`config.mk`:
```
export PLATFORM = sky130hd
export DESIGN_NAME = present_dec_core
export DESIGN_NICKNAME = d
export VERILOG_FILES = /design/src/rtl/present_dec_core.sv
export SDC_FILE = /design/constraint.sdc
export NUM_CORES = 1
export LEC_CHECK = 0
export CAP_MARGIN = 10
export CORE_ASPECT_RATIO = 2
export CORE_MARGIN = 4
export CORE_UTILIZATION = 18
export DETAILED_ROUTE_END_ITERATION = 7
export GPL_ROUTABILITY_DRIVEN = 0
export HOLD_SLACK_MARGIN = 0.12
export PLACE_DENSITY = 0.77
export SKIP_LAST_GASP = 1
export SYNTH_ARGS = -nofsm -noshare
export SYNTH_HDL_FRONTEND = slang
export SYNTH_SLANG_ARGS = --single-unit
```
`constraint.sdc`:
```
create_clock -name clk -period 1.9 [get_ports clk]
set_input_delay 0.285 -clock clk [delete_from_list [all_inputs] [get_ports clk]]
set_output_delay 0.285 -clock clk [all_outputs]
set_load 0.02 [all_outputs]
```
`src/rtl/present_dec_core.sv`:
```
// present_dec_core: iterative PRESENT-80 decryption, one round per clock.
// A request first walks the key schedule forward to K32 (KEYEXP), applies the
// K32 whitening, then runs the 31 inverse rounds while stepping the key back
// down to K1 (DEC).
// Optional feature: define PRESENT_DEC_KEYCACHE_EN to remember the last user
// key and its K32, so that a repeated key skips the forward key walk.
// Handshake: start is taken on a rising edge only while busy==0. busy is high
// from the accepting edge until the edge that raises done. done is a one-cycle
// pulse, and plaintext holds its value until the next done.
module present_dec_core #(
    parameter int ROUNDS = 31
) (
    input  logic        clk,
    input  logic        rst_n,
    input  logic        start,
    input  logic [63:0] ciphertext,
    input  logic [79:0] key,
    output logic        busy,
    output logic        done,
    output logic [63:0] plaintext,
    output logic [1:0]  dbg_state
);

    typedef enum logic [1:0] {
        IDLE   = 2'd0,
        KEYEXP = 2'd1,
        DEC    = 2'd2
    } fsm_t;

    localparam logic [4:0]  LAST   = 5'(ROUNDS);
    // S-box tables: nibble x of each constant holds S[x] (or Sinv[x]).
    localparam logic [63:0] S_TAB  = 64'h21748FE3DA09B65C;
    localparam logic [63:0] SI_TAB = 64'hA970364BD21C8FE5;

    fsm_t        fsm, fsm_nxt;
    logic [63:0] dstate, dstate_nxt;
    logic [79:0] kreg, kreg_nxt;
    logic [4:0]  cnt, cnt_nxt;
    logic        busy_nxt, done_nxt;
    logic [63:0] pt_nxt;
    logic [79:0] kexp, kdec;

`ifdef PRESENT_DEC_KEYCACHE_EN
    logic [79:0] cache_key, cache_key_nxt;
    logic [79:0] cache_k32, cache_k32_nxt;
    logic        cache_vld, cache_vld_nxt;
`endif

    // Forward key schedule step: K(i) -> K(i+1).
    function automatic logic [79:0] key_upd(input logic [79:0] k, input logic [4:0] i);
        logic [79:0] r;
        r          = {k[18:0], k[79:19]};
        r[79:76]   = S_TAB[{r[79:76], 2'b00} +: 4];
        r[19:15]   = r[19:15] ^ i;
        return r;
    endfunction

    // Reverse key schedule step: K(i+1) -> K(i).
    function automatic logic [79:0] key_inv(input logic [79:0] k, input logic [4:0] i);
        logic [79:0] r;
        r          = k;
        r[19:15]   = r[19:15] ^ i;
        r[79:76]   = SI_TAB[{r[79:76], 2'b00} +: 4];
        r          = {r[60:0], r[79:61]};
        return r;
    endfunction

    // Inverse permutation followed by the inverse S-box layer.
    function automatic logic [63:0] inv_layers(input logic [63:0] s);
        logic [63:0] p, q;
        for (int b = 0; b < 63; b++) begin
            p[6'(b)] = s[6'((16 * b) % 63)];
        end
        p[63] = s[63];
        for (int n = 0; n < 16; n++) begin
            q[6'(4 * n) +: 4] = SI_TAB[{p[6'(4 * n) +: 4], 2'b00} +: 4];
        end
        return q;
    endfunction

    assign kexp      = key_upd(kreg, cnt);
    assign kdec      = key_inv(kreg, cnt);
    assign dbg_state = fsm;

    // Next-state and datapath decode; every register holds unless its phase updates it.
    always_comb begin
        fsm_nxt    = fsm;
        dstate_nxt = dstate;
        kreg_nxt   = kreg;
        cnt_nxt    = cnt;
        busy_nxt   = busy;
        done_nxt   = 1'b0;
        pt_nxt     = plaintext;
`ifdef PRESENT_DEC_KEYCACHE_EN
        cache_key_nxt = cache_key;
        cache_k32_nxt = cache_k32;
        cache_vld_nxt = cache_vld;
`endif
        case (fsm)
            IDLE: begin
                if (start) begin
                    busy_nxt = 1'b1;
`ifdef PRESENT_DEC_KEYCACHE_EN
                    if (cache_vld && (key == cache_key)) begin
                        dstate_nxt = ciphertext ^ cache_k32[79:16];
                        kreg_nxt   = cache_k32;
                        cnt_nxt    = LAST;
                        fsm_nxt    = DEC;
                    end else begin
                        // The key is remembered now and marked valid only once
                        // its K32 exists, so an aborted run never leaves a bad pair.
                        dstate_nxt    = ciphertext;
                        kreg_nxt      = key;
                        cnt_nxt       = 5'd1;
                        fsm_nxt       = KEYEXP;
                        cache_key_nxt = key;
                        cache_vld_nxt = 1'b0;
                    end
`else
                    dstate_nxt = ciphertext;
                    kreg_nxt   = key;
                    cnt_nxt    = 5'd1;
                    fsm_nxt    = KEYEXP;
`endif
                end
            end
            KEYEXP: begin
                kreg_nxt = kexp;
                if (cnt == LAST) begin
                    dstate_nxt = dstate ^ kexp[79:16];
                    fsm_nxt    = DEC;
`ifdef PRESENT_DEC_KEYCACHE_EN
                    cache_k32_nxt = kexp;
                    cache_vld_nxt = 1'b1;
`endif
                end else begin
                    cnt_nxt = cnt + 5'd1;
                end
            end
            DEC: begin
                dstate_nxt = inv_layers(dstate) ^ kdec[79:16];
                kreg_nxt   = kdec;
                cnt_nxt    = cnt - 5'd1;
                if (cnt == 5'd1) begin
                    pt_nxt   = dstate_nxt;
                    done_nxt = 1'b1;
                    busy_nxt = 1'b0;
                    fsm_nxt  = IDLE;
                end
            end
            default: fsm_nxt = IDLE;
        endcase
    end

    // State, datapath and output registers; reset aborts any run in progress.
    always_ff @(posedge clk or negedge rst_n) begin
        if (!rst_n) begin
            fsm       <= IDLE;
            dstate    <= '0;
            kreg      <= '0;
            cnt       <= '0;
            busy      <= 1'b0;
            done      <= 1'b0;
            plaintext <= '0;
`ifdef PRESENT_DEC_KEYCACHE_EN
            cache_key <= '0;
            cache_k32 <= '0;
            cache_vld <= 1'b0;
`endif
        end else begin
            fsm       <= fsm_nxt;
            dstate    <= dstate_nxt;
            kreg      <= kreg_nxt;
            cnt       <= cnt_nxt;
            busy      <= busy_nxt;
            done      <= done_nxt;
            plaintext <= pt_nxt;
`ifdef PRESENT_DEC_KEYCACHE_EN
            cache_key <= cache_key_nxt;
            cache_k32 <= cache_k32_nxt;
            cache_vld <= cache_vld_nxt;
`endif
        end
    end

endmodule

```
## Yosys cells after proc, flatten, opt, wreduce, memory -nomap -nowiden

Cells that the tools add are included.

- Add/subtract/negate cells: 2
- Multiply operators: 0
- Div/mod/pow operators: 0
- $lt $le $gt $ge: 0
- Equal/unequal tests: 8
- Shift operators: 0
- Mux-type cells: 12
- Bitwise operators: 0
- Reduce and logical (&&, ||, !) cells: 6

Operators by type and width:

| cell | number |
|---|---|
| one-hot mux 5 bit (3 select lines) | 1 |
| 2-to-1 mux 5 bit | 2 |
| AND reduction 3 bit | 3 |
| inequality test 2 bit (second input constant) | 4 |
| 2-to-1 mux 2 bit | 3 |
| one-hot mux 2 bit (3 select lines) | 1 |
| adder 5 x 1 -> 5 bit (second input constant) | 1 |
| equality test 5 x 1 -> 1 bit (second input constant) | 1 |
| equality test 5 bit (second input constant) | 1 |
| subtractor 5 x 1 -> 5 bit (second input constant) | 1 |
| 2-to-1 mux 1 bit | 4 |
| nonzero test 3 bit | 1 |
| equality test 2 x 1 -> 1 bit (second input constant) | 1 |
| equality test 2 bit (second input constant) | 1 |
| logical NOT 2 bit | 1 |
| one-hot mux 1 bit (2 select lines) | 1 |
| nonzero test 2 bit | 1 |

- Register bits after elaboration: 9
- Latch bits: 0
- RAM bits: 0
- Bits in read-only memories: 0
- Input port bits: 147
- Memories: 0

## Depth between registers and ports, before layout

- Word-level depth: 3
- Gate-level depth with buffers: 8
- Gate-level depth less buffers: 6

## Worst setup path after synthesis

OpenSTA, ideal clock, no wires.

- Path kind: register to register
- Start point: register cnt[0]
- End point: register cnt[3]
- Setup time: 76 ps
- Arrival time: 1799 ps
- Required time: 1824 ps
- Setup slack: 24 ps
- Cell stages (with the launch flop): 8
- Buffers on the path: 1
- Period minus slack after synthesis: 1876 ps
- Cell sequence: dfrtp_1 ha_1 and3_1 ha_1 a211o_1 clkbuf_1 or2_0 o21ai_1

- Longest elaborated chain between the ends: 3

Ends and longest elaborated chain:

| item | RTL line | source |
|---|---|---|
| start: declaration | 38 | `logic [4:0] cnt, cnt_nxt;` |
| start signal: assignment | 174 | `cnt <= cnt_nxt;` |
| adder 5 x 1 -> 5 bit or equality test 5 bit (tied branches) | 137, 129 |  |
| 2-to-1 mux 5 bit or inequality test 2 bit (tied branches) | - |  |
| one-hot mux 5 bit (3 select lines) or AND reduction 3 bit (tied branches) | - |  |

Parallel ways exist; a longest one is shown, timed or not. The select of a mux whose other input is x is not followed.
A chain may end at the register's enable or synchronous reset.

## Worst setup path after layout

- Start point: register cnt[1]
- End point: register fsm[0], in the netlist dbg_state[0]

- Longest elaborated chain between the ends: 3

Ends and longest elaborated chain:

| item | RTL line | source |
|---|---|---|
| equality test 5 bit or equality test 5 x 1 -> 1 bit (tied branches) | 129, 144 |  |
| inequality test 2 bit (no line) | - |  |
| AND reduction 3 bit (no line) * | - |  |
| end signal: assignment | 171 | `fsm <= fsm_nxt;` |
| end: declaration | 35 | `fsm_t fsm, fsm_nxt;` |

Every way passes the cells marked *; elsewhere a longest branch is shown, timed or not.

==> impl_metrics.csv <==
group,metric,value,unit
run_status,status,"finished, final reports clean",
worst_hold_path,hp-class,"in -> async",
cts,cts_root_buf,"clkbuf_16",
layout,instances_no_fill,232,
run,maxCapViolCount,0,
sta,finalHoldViolCount,0,
placement,hpwl,1.529,mm
floorplanning,fp-row-count,40,
synthesis,synth_edf_count,0,
synthesis,syn-instance-count,137,
layout,nFillCells,674,
layout,fin_nets,304,
synthesis,syn_area_per_cell,8.329,µm²
synthesis,yosysSeqAreaShare,19.74,%
global_routing,antenna_found_initial,0,
sta,slew_viol_final,0,
sta,fin_skew,0.004904,ns
layout,n_antenna_cell,0,
critical_path,arrival,1.98,ns
synthesis,synth_cell_types,32,
sta,fin_crit,1.861,ns
layout,fin_area,0.001177,mm²
synthesis,yosys_warnings,0,
placement,place_area,0.001086,mm²
global_routing,grt_max_degree,10,
cts,clk_latency,0.24,ns
floorplanning,design.core.area,0.006106,mm²
floorplanning,io_pins,215,
layout,area_growth,3.180,%
layout,seq_area,225.2,µm²
cts,cts_setup_buffers,0,
drt,wl_per_cell,8.078,µm
critical_path,path_cells,"inv_1 -> ha_1 -> or4b_4 -> a21o_1 -> a21oi_2 -> mux2_4",
global_routing,grt_pass1_vias,611,
sta,rsz0062_at_grt,"true",
drt,drc,0,
global_routing,grt-ovfl-total,0,
placement,place_inst,228,
cts,hold_buffers,0,
global_routing,grt_pass1_wl,2.594,mm
drt,ant_nets,0,
cts,path_clk_slew,0.04,ns
layout,fin_util,19.28,%
critical_path,cp_slowest_stage_delay,0.48,ns
placement,port_buffers,6,
floorplanning,die_h,120.6,µm
floorplanning,initial_core_util,18.69,%
critical_path,cp-start-kind,"flop",
sta,finalSetupViolations,0,
critical_path,path_class,"reg -> reg",
floorplanning,die_width,64.30,µm
cts,cts_tree,"done",
synthesis,syn_area,0.001141,mm²
drt,drt_iter0_drc,27,
power_and_ir_drop,p_leak,0.0006128,µW
sta,fmax,537.4,MHz
synthesis,ys_ff_latch,9,
drt,first_pass_iters,4,
floorplanning,dieArea,0.007755,mm²
synthesis,async_flop_share,100.0,%
cts,clkSinkCount,9,
cts,cts_buffer_depth,2,
critical_path,critPathBufInv,1,
global_routing,track_usage,4.425,%
layout,multi_input_area,629.4,µm²
drt,num_vias,761,
drt,viasPerCell,3.280,
sta,fin_crit_sh,97.94,%
critical_path,critical_path.top_delay_family,"simple AND/OR/NAND/NOR gates",
synthesis,synth-main-ff-cell,"dfrtp_1",
critical_path,worstSetupEndpointType,"flop",
cts,htree_levels,1,
sta,whs,0.3540,ns
power_and_ir_drop,p_per_area,1131,mW/mm²
power_and_ir_drop,vdd_drop_max,0.3612,mV
cts,cts_buffers,3,
critical_path,crit_path_max_fanout,3,
layout,drive_gt1_share,9.459,%
drt,wirelength,1.874,mm
critical_path,crit_slowest_cell,"or4b_4",
critical_path,critPathRequiredTime,2.02,ns
sta,setup_tns,0,ns
## area by class of cell
type / instances / share of cell area [%]
clock buffers: 4 / 6.695
inverters: 7 / 2.232
multi-input cells: 115 / 53.45
flip-flops and latches: 9 / 19.13
well taps: 84 / 8.927
repair buffers: 13 / 9.564
## registers in the layout (all words and copies together) (netlist names)
name,flops
cnt,5
dbg_state,2
busy,1
done,1
## synth_stat cells, types with 2 or more instances
master     n  area, µm²
a21oi_1    3      15.01
a22oi_1    2      15.01
buf_2      2      10.01
buf_4     64      480.5
clkbuf_1   2      7.510
dfrtp_1    9      225.2
ha_1       8      100.1
inv_1      7      26.28
nand2_1    7      26.28
nor2_1     4      15.01
o21ai_0    3      15.01
o21ai_1    3      15.01
o31ai_1    2      15.01
xor2_1     3      26.28
## per-stage QoR
stage          total power [µW]  setup WS [ns]
2_1_floorplan             843.6        0.02426
6_report                   1331        0.03920
3_5_place_dp              906.5        0.03038
3_3_place_gp              886.6        0.03455
4_1_cts                    1296        0.01502
5_1_grt                    1421      -0.009019
## worst paths after layout
check / startpoint / slack, ns / end / cells after the start
setup / recovery: cnt[1] / 0.04 / dbg_state[0] / 6
hold / removal: rst_n / 0.35 / cnt[1] / 1
setup reg to reg: cnt[1] / 0.04 / dbg_state[0] / 6
hold reg to reg: cnt[1] / 0.51 / cnt[1] / 2
max in group asynchronous: rst_n / 1.24 / dbg_state[0] / 1
min in group clk: cnt[1] / 0.51 / cnt[1] / 2
## cells in the final DEF, fill, tap and decap left out, types with 2 or more instances in the layout
master / instances
conb_1: 64
dfrtp_1: 9
ha_1: 8
inv_1: 7
nand2_1: 7
buf_4: 7
clkdlybuf4s50_1: 6
nor2_1: 4
xor2_1: 3
o21ai_1: 3
a21oi_1: 3
o21ai_0: 3
clkbuf_16: 3
a22oi_1: 2
o31ai_1: 2
## power breakdown
part	switching, µW	internal [µW]	leakage, µW
registers	26.8	227	0.000114
clock network	98.2	281	0.0000382
logic	415	283	0.000460
## logic make-up (layout without fill, tap and decap cells)
group                      after synthesis  count (layout)  synth area share, %
DFF                                      9               9                19.74
xor gates and xnor gates                 3               3                2.303
adders and majority gates                8               8                8.772
and+or+nand+nor                         18              18                8.334
muxes                                    2               2                1.864
other                                    1              64               0.3286
buffers and inverters                   76              24                46.93
AOI/OAI and AO/OA                       20              20                11.73
## worst register-to-register path: stages (launching register included)
cell and delay [ns]:
dfrtp_1 0.38, inv_1 0.08, ha_1 0.14, or4b_4 0.48
a21o_1 0.21, a21oi_2 0.14, mux2_4 0.31
## metal layers
metal | wire (µm) | share of wire, % | global-route usage [%]
met1 | 524 | 28 | 3.875
met2 | 919 | 49 | 7.966
met3 | 389 | 21 | 1.952
met4 | 41 | 2.2 | 2.781
met5 | 0 | 0 | 0
## what timing repair did
action                                 in CTS  in global routing
setup endpoints to repair                   0                  5
endpoints found under the hold margin       0                  0
gates resized for setup                     0                  3
Power figures use the tool's default switching activity.
